--- src/rtl/cpu_types_pkg.sv ---
// rtl/cpu_types_pkg.sv - shared CPU pipeline types
// Contents:
//   word_t / regbits_t : datapath word and register-select types
//   memstate_t         : data-cache request FSM states (IDLE, REQ, DONE)
//   REGSRC_*           : write-back source select encodings
package cpu_types_pkg;

  localparam int CPU_WORD_W = 32;
  localparam int CPU_REG_W  = 5;

  typedef logic [CPU_WORD_W-1:0] word_t;
  typedef logic [CPU_REG_W-1:0]  regbits_t;

  typedef enum logic [1:0] {
    IDLE = 2'd0,
    REQ  = 2'd1,
    DONE = 2'd2
  } memstate_t;

  localparam logic [1:0] REGSRC_ALU = 2'd0;
  localparam logic [1:0] REGSRC_MEM = 2'd1;
  localparam logic [1:0] REGSRC_PC  = 2'd2;
  localparam logic [1:0] REGSRC_IMM = 2'd3;

endpackage

--- src/rtl/dmem_req_fsm.sv ---
// rtl/dmem_req_fsm.sv - data-cache request FSM for the memory stage
// Ports:
//   CLK, RST      : clock, asynchronous active-high reset
//   en            : pipeline advance from the hazard unit
//   hit           : current access completed
//   next_mem_op   : the op entering the EX/MEM latch is a load or store
//   op_ren/op_wen : latched op kind (already resolved so at most one is set)
//   dload         : cache read data
//   dmemren/wen   : cache request lines, only driven in REQ
//   mem_busy      : stall request (REQ without hit)
//   upd           : EX/MEM latch update strobe
//   req_active    : FSM is in REQ
//   dmemload      : load data toward MEM/WB
module dmem_req_fsm
  import cpu_types_pkg::*;
#(
  parameter int WORD_W = 32
) (
  input  logic              CLK,
  input  logic              RST,
  input  logic              en,
  input  logic              hit,
  input  logic              next_mem_op,
  input  logic              op_ren,
  input  logic              op_wen,
  input  logic [WORD_W-1:0] dload,
  output logic              dmemren,
  output logic              dmemwen,
  output logic              mem_busy,
  output logic              upd,
  output logic              req_active,
  output logic [WORD_W-1:0] dmemload
);

  memstate_t         state_q, state_d;
  logic [WORD_W-1:0] data_q;

  assign req_active = (state_q == REQ);
  assign mem_busy   = req_active & ~hit;
  assign upd        = en & ~mem_busy;
  // In REQ the cache data goes straight through so a first-cycle hit costs nothing.
  assign dmemload   = req_active ? dload : data_q;

  always_ff @(posedge CLK or posedge RST) begin
    if (RST) begin
      state_q <= IDLE;
      data_q  <= '0;
    end else begin
      state_q <= state_d;
      // Hit while the pipeline is held: park the data until MEM/WB takes it.
      if (req_active && hit && !en) begin
        data_q <= dload;
      end
    end
  end

  always_comb begin
    state_d = state_q;
    dmemren = 1'b0;
    dmemwen = 1'b0;
    case (state_q)
      IDLE: begin
        if (upd && next_mem_op) state_d = REQ;
      end
      REQ: begin
        dmemren = op_ren;
        dmemwen = op_wen;
        if (hit) begin
          if (en) state_d = next_mem_op ? REQ : IDLE;
          else    state_d = DONE;
        end
      end
      DONE: begin
        if (en) state_d = next_mem_op ? REQ : IDLE;
      end
      default: state_d = IDLE;
    endcase
  end

endmodule

--- src/rtl/mem_stage.sv ---
// rtl/mem_stage.sv - pipeline memory stage: EX/MEM register and data-cache request
// Optional feature macro: LLSC_EN (load-linked / store-conditional).
// Ports:
//   CLK, RST                : clock, asynchronous active-high reset
//   en, flush               : advance / bubble insert from the hazard unit
//   *_in                    : EX stage results and controls
//   datomic_in, ccinv,
//   ccsnoopaddr             : LL/SC marker and coherence invalidation (LLSC_EN only)
//   dhit, dload             : cache response
//   dmemren/wen/addr/store  : cache request
//   mem_busy                : stall request to the hazard unit
//   porto, dmemload, wsel,
//   regen, regsrc, halt     : results to MEM/WB
module mem_stage
  import cpu_types_pkg::*;
#(
  parameter int WORD_W = 32,
  parameter int REG_W  = 5
) (
  input  logic              CLK,
  input  logic              RST,
  input  logic              en,
  input  logic              flush,
  input  logic [WORD_W-1:0] porto_in,
  input  logic [WORD_W-1:0] store_in,
  input  logic [REG_W-1:0]  wsel_in,
  input  logic              regen_in,
  input  logic [1:0]        regsrc_in,
  input  logic              dren_in,
  input  logic              dwen_in,
  input  logic              halt_in,
`ifdef LLSC_EN
  input  logic              datomic_in,
  input  logic              ccinv,
  input  logic [WORD_W-1:0] ccsnoopaddr,
`endif
  input  logic              dhit,
  input  logic [WORD_W-1:0] dload,
  output logic              dmemren,
  output logic              dmemwen,
  output logic [WORD_W-1:0] dmemaddr,
  output logic [WORD_W-1:0] dmemstore,
  output logic              mem_busy,
  output logic [WORD_W-1:0] porto,
  output logic [WORD_W-1:0] dmemload,
  output logic [REG_W-1:0]  wsel,
  output logic              regen,
  output logic [1:0]        regsrc,
  output logic              halt
);

  logic [WORD_W-1:0] porto_r, store_r;
  logic [REG_W-1:0]  wsel_r;
  logic [1:0]        regsrc_r;
  logic              regen_r, dren_r, dwen_r, halt_r;

  logic upd, req_active, next_mem_op;
  logic op_ren, op_wen, fsm_hit, fsm_wen;

  // A flushed op becomes a bubble, so it must not start an access.
  assign next_mem_op = ~flush & (dren_in | dwen_in);
  // Load and store together is illegal; the load is kept.
  assign op_ren = dren_r;
  assign op_wen = dwen_r & ~dren_r;

`ifdef LLSC_EN
  logic              datomic_r;
  logic [WORD_W-1:0] link_addr;
  logic              link_valid;
  logic              ll_op, sc_op, sc_ok, sc_fail, sc_resolve, link_kill;

  assign ll_op   = datomic_r & dren_r;
  assign sc_op   = datomic_r & op_wen;
  assign sc_ok   = link_valid & (link_addr == porto_r);
  // A failing SC never reaches the cache: it completes as if it hit, with no busy cycle.
  assign sc_fail    = req_active & sc_op & ~sc_ok;
  assign fsm_hit    = dhit | sc_fail;
  assign fsm_wen    = op_wen & ~sc_fail;
  assign sc_resolve = req_active & sc_op & fsm_hit;
  assign link_kill  = sc_resolve
                    | (req_active & dhit & op_wen & ~datomic_r & (porto_r == link_addr))
                    | (ccinv & (ccsnoopaddr == link_addr));
  assign porto      = (req_active & sc_op) ? {{(WORD_W-1){1'b0}}, sc_ok} : porto_r;

  always_ff @(posedge CLK or posedge RST) begin
    if (RST) begin
      link_addr  <= '0;
      link_valid <= 1'b0;
    end else if (req_active && dhit && ll_op) begin
      link_addr  <= porto_r;
      link_valid <= 1'b1;
    end else if (link_kill) begin
      link_valid <= 1'b0;
    end
  end
`else
  assign fsm_hit = dhit;
  assign fsm_wen = op_wen;
  assign porto   = porto_r;
`endif

  always_ff @(posedge CLK or posedge RST) begin
    if (RST) begin
      porto_r  <= '0;
      store_r  <= '0;
      wsel_r   <= '0;
      regen_r  <= 1'b0;
      regsrc_r <= '0;
      dren_r   <= 1'b0;
      dwen_r   <= 1'b0;
      halt_r   <= 1'b0;
`ifdef LLSC_EN
      datomic_r <= 1'b0;
`endif
    end else if (upd) begin
      if (flush) begin
        porto_r  <= '0;
        store_r  <= '0;
        wsel_r   <= '0;
        regen_r  <= 1'b0;
        regsrc_r <= '0;
        dren_r   <= 1'b0;
        dwen_r   <= 1'b0;
        halt_r   <= 1'b0;
`ifdef LLSC_EN
        datomic_r <= 1'b0;
`endif
      end else begin
        porto_r  <= porto_in;
        store_r  <= store_in;
        wsel_r   <= wsel_in;
        regen_r  <= regen_in;
        regsrc_r <= regsrc_in;
        dren_r   <= dren_in;
        dwen_r   <= dwen_in;
        halt_r   <= halt_in;
`ifdef LLSC_EN
        datomic_r <= datomic_in;
`endif
      end
    end
`ifdef LLSC_EN
    // SC resolved while held: the address is no longer needed, keep the status instead.
    else if (sc_resolve) begin
      porto_r <= {{(WORD_W-1){1'b0}}, sc_ok};
    end
`endif
  end

  dmem_req_fsm #(.WORD_W(WORD_W)) u_fsm (
    .CLK         (CLK),
    .RST         (RST),
    .en          (en),
    .hit         (fsm_hit),
    .next_mem_op (next_mem_op),
    .op_ren      (op_ren),
    .op_wen      (fsm_wen),
    .dload       (dload),
    .dmemren     (dmemren),
    .dmemwen     (dmemwen),
    .mem_busy    (mem_busy),
    .upd         (upd),
    .req_active  (req_active),
    .dmemload    (dmemload)
  );

  // Address and store data are only presented while a request is outstanding.
  assign dmemaddr  = req_active ? porto_r : '0;
  assign dmemstore = req_active ? store_r : '0;
  assign wsel      = wsel_r;
  assign regen     = regen_r;
  assign regsrc    = regsrc_r;
  assign halt      = halt_r;

endmodule

--- config.mk ---
export PLATFORM = sky130hd
export DESIGN_NAME = mem_stage
export DESIGN_NICKNAME = d
export VERILOG_FILES = /design/src/rtl/cpu_types_pkg.sv /design/src/rtl/dmem_req_fsm.sv /design/src/rtl/mem_stage.sv
export SDC_FILE = /design/constraint.sdc
export NUM_CORES = 1
export LEC_CHECK = 0
export BUFFER_PORTS_ARGS = -buffer_cell sky130_fd_sc_hd__clkbuf_2
export CORE_MARGIN = 1
export CORE_UTILIZATION = 48
export CTS_BUF_LIST = sky130_fd_sc_hd__clkbuf_4 sky130_fd_sc_hd__clkbuf_8
export CTS_CLUSTER_DIAMETER = 200
export DETAILED_ROUTE_END_ITERATION = 12
export PLACE_DENSITY_LB_ADDON = 0.3
export SYNTH_ARGS = -nofsm -noshare
export SYNTH_HDL_FRONTEND = slang
export SYNTH_SLANG_ARGS = --single-unit
--- constraint.sdc ---
create_clock -name CLK -period 3.9 [get_ports CLK]
set_input_delay 0.585 -clock CLK [delete_from_list [all_inputs] [get_ports CLK]]
set_output_delay 0.585 -clock CLK [all_outputs]
set_load 0.01 [all_outputs]
==> flow_summary.yaml <==
finish:
  post-route-util_pct: 64.1
  num-nets-final: 848
  instances_no_fill: 877
  final_common_cell: "clkbuf_2"
  drive_above_1_share_pct: 41.7
  syn_to_final_growth_pct: 28.1
  diodes: 0
  most-common-layout-cells: "clkbuf_2, dfrtp_1, nand2_1, nand3_1, o2bb2ai_1"
worst_setup_path:
  cp-start-kind: "flop"
  cp.arrival_ns: 2.13
  r2r_end: "store_r[31]"
  crit-reg2reg-launch: "u_fsm.state_q[1]"
  path_class: "reg2out"
  rrSetupSlack_ns: 1.76
  cp-endpoint: "dmemaddr[14]"
  crit_start: "u_fsm.state_q[0]"
  cp-end-kind: "output port"
  rr_worst_depth: 4
  cp_max_fo: 53
  cp.required_ns: 3.31
synth:
  syn_nets: 629
  synth_warnings: 0
  yosys.area.top_type: "dfrtp_1"
  syn_avg_cell_area_um2: 10.1
  syn_area_um2: 5240
  ys_seq_area_share_pct: 52.1
  synth_area_leaders: "dfrtp_1, o2bb2ai_1, and2_1"
  synth_top_area_share_pct: 52.1
  synth-seq-cells: 109
  synthCells: 517
  ys_types: 22
cts:
  clock_sinks: 109
  htreeDepth: 3
  cts_buffers: 9
  holdBufCountCts: 0
  cts_tree: "done"
  post_cts_resize_count: 0
  cts_root_buf: "clkbuf_8"
  path_clk_slew_ns: 0.10
  insertion_delay_ns: 0.36
  post_cts_buffers: 0
  clk_path_buf_depth: 2
route:
  first_pass_iters: 5
  vias: 4746
  drt-initial-drc-count: 351
  route.detailed.drc: 0
  viasPerCell: 5.41
  antenna_left: 0
  routedWlPerCell_um: 15.9
  wirelength_um: 13900
floorplan:
  start_util_pct: 50.0
  core_area_um2: 10500
  die_h_um: 106
  chipWidth_um: 106
  dieArea_um2: 11300
  ioPinCount: 252
  row_count: 37
sta:
  hold_violations: 0
  holdWs_ns: 0.446
  fin_skew_ns: 0.0109
  fin_crit_ns: 2.72
  finalSetupViolations: 0
  worstMarginPinSlew_ns: 1.01
  timing.final.crit_share_pct: 69.7
  slew_viol_final: 0
  max_freq_mhz: 368
  relSlewSlack_pct: 32.9
  rsz0062_at_grt: "false"
  setup_tns_ns: 0
worst_hold_path:
  worstHoldPathType: "in2async"
power:
  clkPwrFrac_pct: 23.8
  p_int_mw: 2.00
  ir_drop_uv: 210
  combPwrFrac_pct: 27.1
  swShare_pct: 31.0
  p_leak_nw: 3.48
  seq_power_share_pct: 49.1
  power_density_nw_per_um2: 433
  switchingPower_mw: 0.899
global_routing:
  grt_max_degree: 84
  grt_overflow: 0
  grtUsageTotal_pct: 24.6
  grt_pass1_vias: 4402
  antenna_found_initial: 0
  grt_pass1_wl_um: 21900
placed_design:
  io_buffers: 251
  dp_hpwl_um: 9520
  dpl.cell_count: 861
  place.gp.congestion: 0.806
run_status:
  outcome: "finished, final reports clean"
job:
  cap_violations: 0
worst max-delay path, stage by stage (launching register included):
cell and delay (ns):
dfrtp_1 0.41, nor2b_4 0.73, buf_12 0.30, and2_1 0.17
clkbuf_2 0.14
synth_stat cells:
| cell type | instances |
|---|---|
| mux2_1 | 4 |
| nand2b_1 | 2 |
| inv_1 | 2 |
| nor2b_1 | 2 |
| o2bb2ai_1 | 75 |
| buf_2 | 13 |
| dfrtp_1 | 109 |
| nor3b_1 | 1 |
| nand3_1 | 75 |
| clkbuf_1 | 28 |
| and2_1 | 65 |
| a21oi_1 | 1 |
| o211ai_1 | 1 |
| nor2_1 | 2 |
| buf_6 | 4 |
| a22oi_1 | 1 |
| o21ai_1 | 1 |
| buf_1 | 1 |
| mux2_2 | 28 |
| nand2_1 | 96 |
| buf_4 | 5 |
| nor3b_4 | 1 |
final cells by class:
class	count	area, µm²
inverter	2	10.0
clock inverter	4	47.5
tap	136	170
multi-input combinational	355	2270
timing repair buffer	259	1330
sequential	109	2730
clock buffer	12	153
fill	898	3760
worst min path at each step:
stage / start / endpoint / slack (ns)
global route: dload[14] / u_fsm.data_q[14] / 0.45
global placement: store_r[9] / store_r[9] / 0.46
floorplan: store_r[0] / store_r[0] / 0.45
detailed placement: store_r[18] / store_r[18] / 0.47
finish: RST / u_fsm.data_q[10] / 0.45
CTS: porto_in[7] / porto[7] / 0.45
per-layer routing:
layer | vias up | track usage, % | wire, µm
li1 | 2237 | - | -
met1 | 2259 | 32.3 | 5930
met2 | 215 | 39.2 | 6620
met3 | 35 | 5.52 | 1020
met4 | 0 | 10.4 | 364
met5 | - | 0 | 0
power groups by stage:
stage / clock [mW] / combinational [mW] / sequential [mW]
after floorplan: 0 / 0.476 / 1.43
after global placement: 0 / 0.776 / 1.43
after detailed placement: 0 / 0.796 / 1.44
after CTS: 0.711 / 0.796 / 1.42
after global routing: 0.752 / 0.867 / 1.45
final: 0.690 / 0.787 / 1.42
state kept, by name, indices dropped and copies added, names as in the netlist:
signal,count
wsel,5
u_fsm.state_q,2
dwen_r,1
u_fsm.data_q,32
store_r,32
halt,1
regen,1
porto,32
dren_r,1
regsrc,2
through the flow:
step	area, µm²	setup WS, ns	total power [mW]
final	6710	1.18	2.90
after global routing	6710	0.989	3.07
after CTS	6710	1.12	2.93
after detailed placement	6510	1.51	2.24
after global placement	6510	1.63	2.21
after floorplan	5240	0.441	1.91
kinds of logic (layout without fill, tap and decap cells):
kind of cell,count (synthesis),count (layout),synth area share [%]
flops,109,109,52.1
simple gates,244,244,22.9
compound gates,79,79,13.0
buf+inv,53,277,5.04
mux,32,32,6.88
(Power assumes the default switching activity.)
